<file path="src/rtl/i2s_dac_tx_pkg.sv">
// Shared definitions for the WM8731 I2S DAC transmit path.
`timescale 1ns/1ps
package i2s_dac_tx_pkg;

  localparam int I2S_STD        = 0;
  localparam int I2S_LJ         = 1;
  localparam int DEFAULT_DATA_W = 16;

  typedef enum logic [1:0] {
    IDLE,
    ARM,
    LEFT,
    RIGHT
  } tx_state_e;

endpackage

</file>
<file path="src/rtl/i2s_frame_fifo.sv">
// Stereo frame FIFO: one entry holds {left, right}; level counts stored frames.
`timescale 1ns/1ps
module i2s_frame_fifo
  import i2s_dac_tx_pkg::*;
#(
  parameter int WIDTH = 2 * DEFAULT_DATA_W,
  parameter int DEPTH = 4
) (
  input  logic                     clk,
  input  logic                     rst,
  input  logic                     push,
  input  logic [WIDTH-1:0]         wr_data,
  input  logic                     pop,
  output logic [WIDTH-1:0]         rd_data,
  output logic                     full,
  output logic                     empty,
  output logic [$clog2(DEPTH):0]   level
);

  localparam int PTR_W = $clog2(DEPTH);
  localparam int LVL_W = PTR_W + 1;

  logic [WIDTH-1:0] mem [DEPTH];
  logic [PTR_W-1:0] wr_ptr;
  logic [PTR_W-1:0] rd_ptr;
  logic             do_push;
  logic             do_pop;

  assign full    = (level == LVL_W'(DEPTH));
  assign empty   = (level == '0);
  assign do_push = push && !full;
  assign do_pop  = pop && !empty;
  assign rd_data = mem[rd_ptr];

  always_ff @(posedge clk) begin
    if (rst) begin
      wr_ptr <= '0;
      rd_ptr <= '0;
      level  <= '0;
    end else begin
      if (do_push) wr_ptr <= wr_ptr + PTR_W'(1);
      if (do_pop)  rd_ptr <= rd_ptr + PTR_W'(1);
      case ({do_push, do_pop})
        2'b10:   level <= level + LVL_W'(1);
        2'b01:   level <= level - LVL_W'(1);
        default: level <= level;
      endcase
    end
  end

  // Storage needs no reset; only entries between the pointers are ever read.
  always_ff @(posedge clk) begin
    if (do_push) mem[wr_ptr] <= wr_data;
  end

endmodule

</file>
<file path="src/rtl/i2s_dac_tx.sv">
// Serialises stereo PCM frames onto the codec DAC data pin, slaved to the
// codec-driven BCLK/LRCK which are oversampled on the system clock.
`timescale 1ns/1ps
module i2s_dac_tx
  import i2s_dac_tx_pkg::*;
#(
  parameter int DATA_W     = DEFAULT_DATA_W,
  parameter int FIFO_DEPTH = 4,
  parameter int LEFT_JUST  = I2S_STD
) (
  input  logic                          clk,
  input  logic                          rst,
  input  logic                          aud_bclk_i,
  input  logic                          aud_daclrck_i,
  output logic                          aud_dacdat_o,
  input  logic                          enable_i,
  input  logic [DATA_W-1:0]             sample_left_i,
  input  logic [DATA_W-1:0]             sample_right_i,
  input  logic                          sample_valid_i,
  output logic                          sample_ready_o,
  output logic                          underrun_o,
  output logic [$clog2(FIFO_DEPTH):0]   fifo_level_o
);

  localparam int CNT_W = $clog2(DATA_W + 1);

  logic bclk_s1, bclk_s2, bclk_h;
  logic lrck_s1, lrck_s2, lrck_h;
  logic fall_b, lrck_fall, lrck_rise;

  always_ff @(posedge clk) begin
    if (rst) begin
      {bclk_s1, bclk_s2, bclk_h} <= '0;
      {lrck_s1, lrck_s2, lrck_h} <= '0;
    end else begin
      {bclk_s1, bclk_s2, bclk_h} <= {aud_bclk_i, bclk_s1, bclk_s2};
      {lrck_s1, lrck_s2, lrck_h} <= {aud_daclrck_i, lrck_s1, lrck_s2};
    end
  end

  assign fall_b    = bclk_h & ~bclk_s2;
  assign lrck_fall = lrck_h & ~lrck_s2;
  assign lrck_rise = ~lrck_h & lrck_s2;

  logic [2*DATA_W-1:0] fifo_rd;
  logic                fifo_full;
  logic                fifo_empty;
  logic                pop_frame;

  i2s_frame_fifo #(
    .WIDTH (2 * DATA_W),
    .DEPTH (FIFO_DEPTH)
  ) u_fifo (
    .clk     (clk),
    .rst     (rst),
    .push    (sample_valid_i),
    .wr_data ({sample_left_i, sample_right_i}),
    .pop     (pop_frame),
    .rd_data (fifo_rd),
    .full    (fifo_full),
    .empty   (fifo_empty),
    .level   (fifo_level_o)
  );

  assign sample_ready_o = !fifo_full;

  tx_state_e state, state_next;
  logic      load_left, load_right, underrun_set, idle;

  always_ff @(posedge clk) begin
    if (rst) state <= IDLE;
    else     state <= state_next;
  end

  // IDLE waits for LRCK high so a reset during a low LRCK cannot fake a frame start.
  always_comb begin
    state_next = state;
    case (state)
      IDLE:    if (lrck_s2)   state_next = ARM;
      ARM:     if (lrck_fall) state_next = LEFT;
      LEFT:    if (lrck_rise) state_next = RIGHT;
      RIGHT:   if (lrck_fall) state_next = LEFT;
      default: state_next = IDLE;
    endcase
  end

  always_comb begin
    idle         = (state == IDLE);
    load_left    = ((state == ARM) || (state == RIGHT)) && lrck_fall;
    load_right   = (state == LEFT) && lrck_rise;
    pop_frame    = load_left && enable_i && !fifo_empty;
    underrun_set = load_left && enable_i && fifo_empty;
  end

  logic [DATA_W-1:0] shift_q;
  logic [DATA_W-1:0] frame_r;
  logic [DATA_W-1:0] load_word;
  logic [CNT_W-1:0]  bit_cnt;

  assign load_word = load_left ? (pop_frame ? fifo_rd[2*DATA_W-1:DATA_W] : '0) : frame_r;

  // In I2S mode the edge cycle only loads the word, so the first slot carries the pad bit.
  always_ff @(posedge clk) begin
    if (rst) begin
      shift_q      <= '0;
      frame_r      <= '0;
      bit_cnt      <= '0;
      aud_dacdat_o <= 1'b0;
      underrun_o   <= 1'b0;
    end else begin
      underrun_o <= underrun_set;
      if (idle) begin
        shift_q      <= '0;
        bit_cnt      <= '0;
        aud_dacdat_o <= 1'b0;
      end else if (load_left || load_right) begin
        if (load_left) frame_r <= pop_frame ? fifo_rd[DATA_W-1:0] : '0;
        if (LEFT_JUST == I2S_LJ) begin
          aud_dacdat_o <= load_word[DATA_W-1];
          shift_q      <= {load_word[DATA_W-2:0], 1'b0};
          bit_cnt      <= CNT_W'(DATA_W - 1);
        end else begin
          shift_q      <= load_word;
          bit_cnt      <= CNT_W'(DATA_W);
        end
      end else if (fall_b) begin
        if (bit_cnt != '0) begin
          aud_dacdat_o <= shift_q[DATA_W-1];
          shift_q      <= {shift_q[DATA_W-2:0], 1'b0};
          bit_cnt      <= bit_cnt - CNT_W'(1);
        end else begin
          aud_dacdat_o <= 1'b0;
        end
      end
    end
  end

endmodule

</file>
<file path="config.mk">
export PLATFORM = sky130hd
export DESIGN_NAME = i2s_dac_tx
export DESIGN_NICKNAME = d
export VERILOG_FILES = /design/src/rtl/i2s_dac_tx_pkg.sv /design/src/rtl/i2s_frame_fifo.sv /design/src/rtl/i2s_dac_tx.sv
export SDC_FILE = /design/constraint.sdc
export NUM_CORES = 1
export LEC_CHECK = 0
export ABC_AREA = 1
export BUFFER_PORTS_ARGS = -buffer_cell sky130_fd_sc_hd__buf_2
export CAP_MARGIN = 20
export CORE_ASPECT_RATIO = 1.25
export CORE_UTILIZATION = 45
export CTS_CLUSTER_SIZE = 40
export DETAILED_ROUTE_END_ITERATION = 6
export PLACE_DENSITY = 0.67
export SYNTH_ARGS = -nofsm -noshare
export SYNTH_HDL_FRONTEND = slang
export SYNTH_HIERARCHICAL = 1
export SYNTH_SLANG_ARGS = --single-unit
</file>
<file path="constraint.sdc">
create_clock -name clk -period 2.94 [get_ports clk]
set_input_delay 0.294 -clock clk [delete_from_list [all_inputs] [get_ports clk]]
set_output_delay 0.294 -clock clk [all_outputs]
set_load 0.05 [all_outputs]
</file>
==> impl_metrics.yaml <==
global_route:
  grt_pass1_wl_um: 25350
  grt_pass1_vias: 5141
  groute.usage.overall: 0.1992
  antenna_found_initial: 0
  grt_overflow_total: 0
  grt_max_degree: 65
worst_hold_path:
  hold_path_class: "primary input to flop"
  hp-start: "aud_bclk_i"
power:
  p_clk_frac: 0.415
  netSwitchingPower_mw: 1.166
  p_per_area_mw_per_mm2: 639.3
  internal_power_mw: 4.187
  swShare: 0.2178
  ir_worst_vdd_mv: 0.4145
  seqPwrFrac: 0.540
  comb_power_share: 0.045
  leakage_nw: 2.872
synthesis:
  synth_seq_cells: 184
  syn_area_per_cell_um2: 10.88
  ys_seq_area_frac: 0.6688
  synthTopCellsByArea: "edfxtp_1 52%, dfxtp_1 15%, nor2_1 4.4%, nand2_1 4.2%, o21ai_0 4.2%"
  yosys.cell_types.count: 31
  yosysTopAreaCell: "edfxtp_1"
  netlist_area_mm2: 0.007423
  yosys.area.top_type_share: 0.5178
  synth_nets: 727
  yosys_warnings: 6
  netlist_instances: 682
worst_setup_path:
  worstPathArrival_ns: 2.63
  start_kind: "flop"
  worst_ep_required_time_ns: 3.31
  critical_path_class: "flop to flop"
  reg2reg_from: "u_fifo/level[0]$_SDFFE_PP0P_"
  crit_path_max_fanout: 5
  worst_setup_path_end_kind: "flop"
  crit_start: "u_fifo/level[0]$_SDFFE_PP0P_"
final_layout:
  drive_gt1_frac: 0.1454
  finalNetCount: 761
  synthToLayoutAreaGrowth_pct: 12.79
  antenna_cells: 0
  fillers: 1454
timing:
  setup_tns_ns: 0
  min_period_ns: 2.263
  finalCritPeriodShare: 0.7696
  slew_viol_final: 0
  worst_pin_slew_ns: 0.7653
  max_freq_mhz: 442.0
  clock_skew_ns: 0.005539
  relSlewSlack: 0.4898
  rsz0062_at_grt: "false"
  setup-violations-final: 0
  hold_viol_final: 0
  holdWs_ns: 0.06809
clocking:
  cts_max_level: 4
  clockBufferDepth: 2
  postCtsHoldBufs: 0
  cts-root-buf: "clkbuf_16"
  clock_latency_ns: 0.43
  tritoncts: "built"
  cts_made_buffers: 17
  clkSinkCount: 184
  cts.repair.resized: 0
  clk_pin_slew_ns: 0.07
  cts_setup_buffers: 0
die:
  start_util: 0.4601
  dieArea_mm2: 0.01702
  die_width_um: 116.9
  fp.coreArea_mm2: 0.01614
  io_pins: 44
  fp.dieH_um: 145.6
  num_rows: 52
routing:
  drt_first_pass_iters: 5
  vias: 5071
  remaining_drc_errors: 0
  drtIter0Drc: 415
  vias_per_cell: 5.366
  drtAntennaViolNets: 0
  avgRoutedWirePerCell_um: 16.52
  routed_wl_um: 15620
place:
  dp_hpwl_um: 9744
  gp_congestion: 0.7702
  io_buffers: 43
flow_run:
  maxCapViolCount: 0
run_status:
  status: "finished clean"
-- placed cells by master, fill, tap and decap left out, types with 17 or more instances in the layout --
master     synthesis  routed
a21oi_1           36      36
nand3_1           40      40
inv_1             49      49
edfxtp_1         128     128
nand2_1           83      83
o21ai_1           39      39
buf_2             13      43
o22ai_1           32      32
o21ai_0           62      62
dfxtp_1           56      55
clkbuf_16          0      17
nor2_1            88      84
-- layout make-up --
class,count,area (um2),share of cell area
clock inverters,15,151.4,0.01808
inverters,55,214.0,0.02555
clock buffers,17,425.4,0.05081
multi-input cells,407,2008,0.2398
repair buffers,51,337.8,0.04035
well taps,216,270.3,0.03228
flip-flops and latches,184,4966,0.5931
-- sequential cells by signal, summed over array words and instances (netlist names), 2 cells and up, named ones only --
| signal | flops |
|---|---|
| bit_cnt | 5 |
| frame_r | 16 |
| shift_q | 16 |
| state | 2 |
| u_fifo/level | 3 |
| u_fifo/mem | 128 |
| u_fifo/rd_ptr | 2 |
| u_fifo/wr_ptr | 2 |
-- logic make-up (layout without fill, tap and decap cells) --
logic type               count (synthesis)  in the layout  synth area share
flip-flops                             184            184            0.6688
AND/OR/NAND/NOR                        221            221            0.1254
adder cells (fa/ha/maj)                  7              7           0.01281
buffers and inverters                   91            138           0.06202
AO/OA/AOI/OAI                          178            178            0.1298
XOR/XNOR                                 1              1          0.001180
-- final timing paths --
check / endpoint / slack (ns) / cells after the start
worst max-delay path: u_fifo/level[2]$_SDFFE_PP0P_ / 0.68 / 14
worst min register to register: lrck_s2$_SDFF_PP0_ / 0.41 / 2
worst min-delay path: bclk_s1$_SDFF_PP0_ / 0.07 / 3
worst max register to register: u_fifo/level[2]$_SDFFE_PP0P_ / 0.68 / 14
-- metal layers --
metal	up-vias	GRT usage	wire length (um)
li1	2444	-	-
met1	2484	0.2412	6449
met2	120	0.3432	8245
met3	23	0.03957	639
met4	0	0.08101	282
met5	-	0	0
-- power groups by stage --
stage | sequential (mW) | combinational, mW | clock (mW)
floorplan | 2.96 | 0.117 | 0
global placement | 2.94 | 0.233 | 0
detailed placement | 2.95 | 0.242 | 0
CTS | 2.89 | 0.243 | 2.26
global route | 2.90 | 0.265 | 2.36
finish | 2.89 | 0.239 | 2.22
-- cell usage after synthesis --
cell      count
dfxtp_1      56
a211oi_1      1
nand3_4       1
nand4_1       1
fa_1          1
nor3_1        1
nand2_1      83
clkbuf_1      8
inv_2         4
xnor2_1       1
nand3_1      40
clkinv_1      1
a21oi_2       8
edfxtp_1    128
clkbuf_2      1
inv_8         1
nor2_4        1
inv_1        49
ha_1          6
buf_2        13
a21oi_1      36
o21ai_0      62
buf_4         3
nor2_1       88
o22ai_1      32
nor4_1        1
o21ai_1      39
nand2_2       3
nor3_4        1
nand3b_1      1
buf_6        11
-- critical path: stages, from the launching register on --
cell and delay [ns]:
dfxtp_1 0.34, inv_1 0.10, nand3_1 0.19, inv_1 0.13
nor3_4 0.18, inv_1 0.05, nor2_1 0.11, ha_1 0.17
inv_1 0.07, fa_1 0.44, nand2_1 0.11, nand3_1 0.08
nand2_1 0.06, inv_1 0.04, nor2_1 0.11
-- per-stage QoR --
step	area [um2]	util	power, mW	setup WS (ns)	std cells
5_1_grt	8373	0.5189	5.520	0.4285	945
4_1_cts	8373	0.5189	5.391	0.6636	945
3_3_place_gp	7796	0.4832	3.176	0.8169	913
2_1_floorplan	7423	-	3.073	0.01876	682
3_5_place_dp	7796	0.4832	3.190	0.7162	913
6_report	8373	0.5189	5.353	0.6774	945
(Power assumes the default switching activity.)
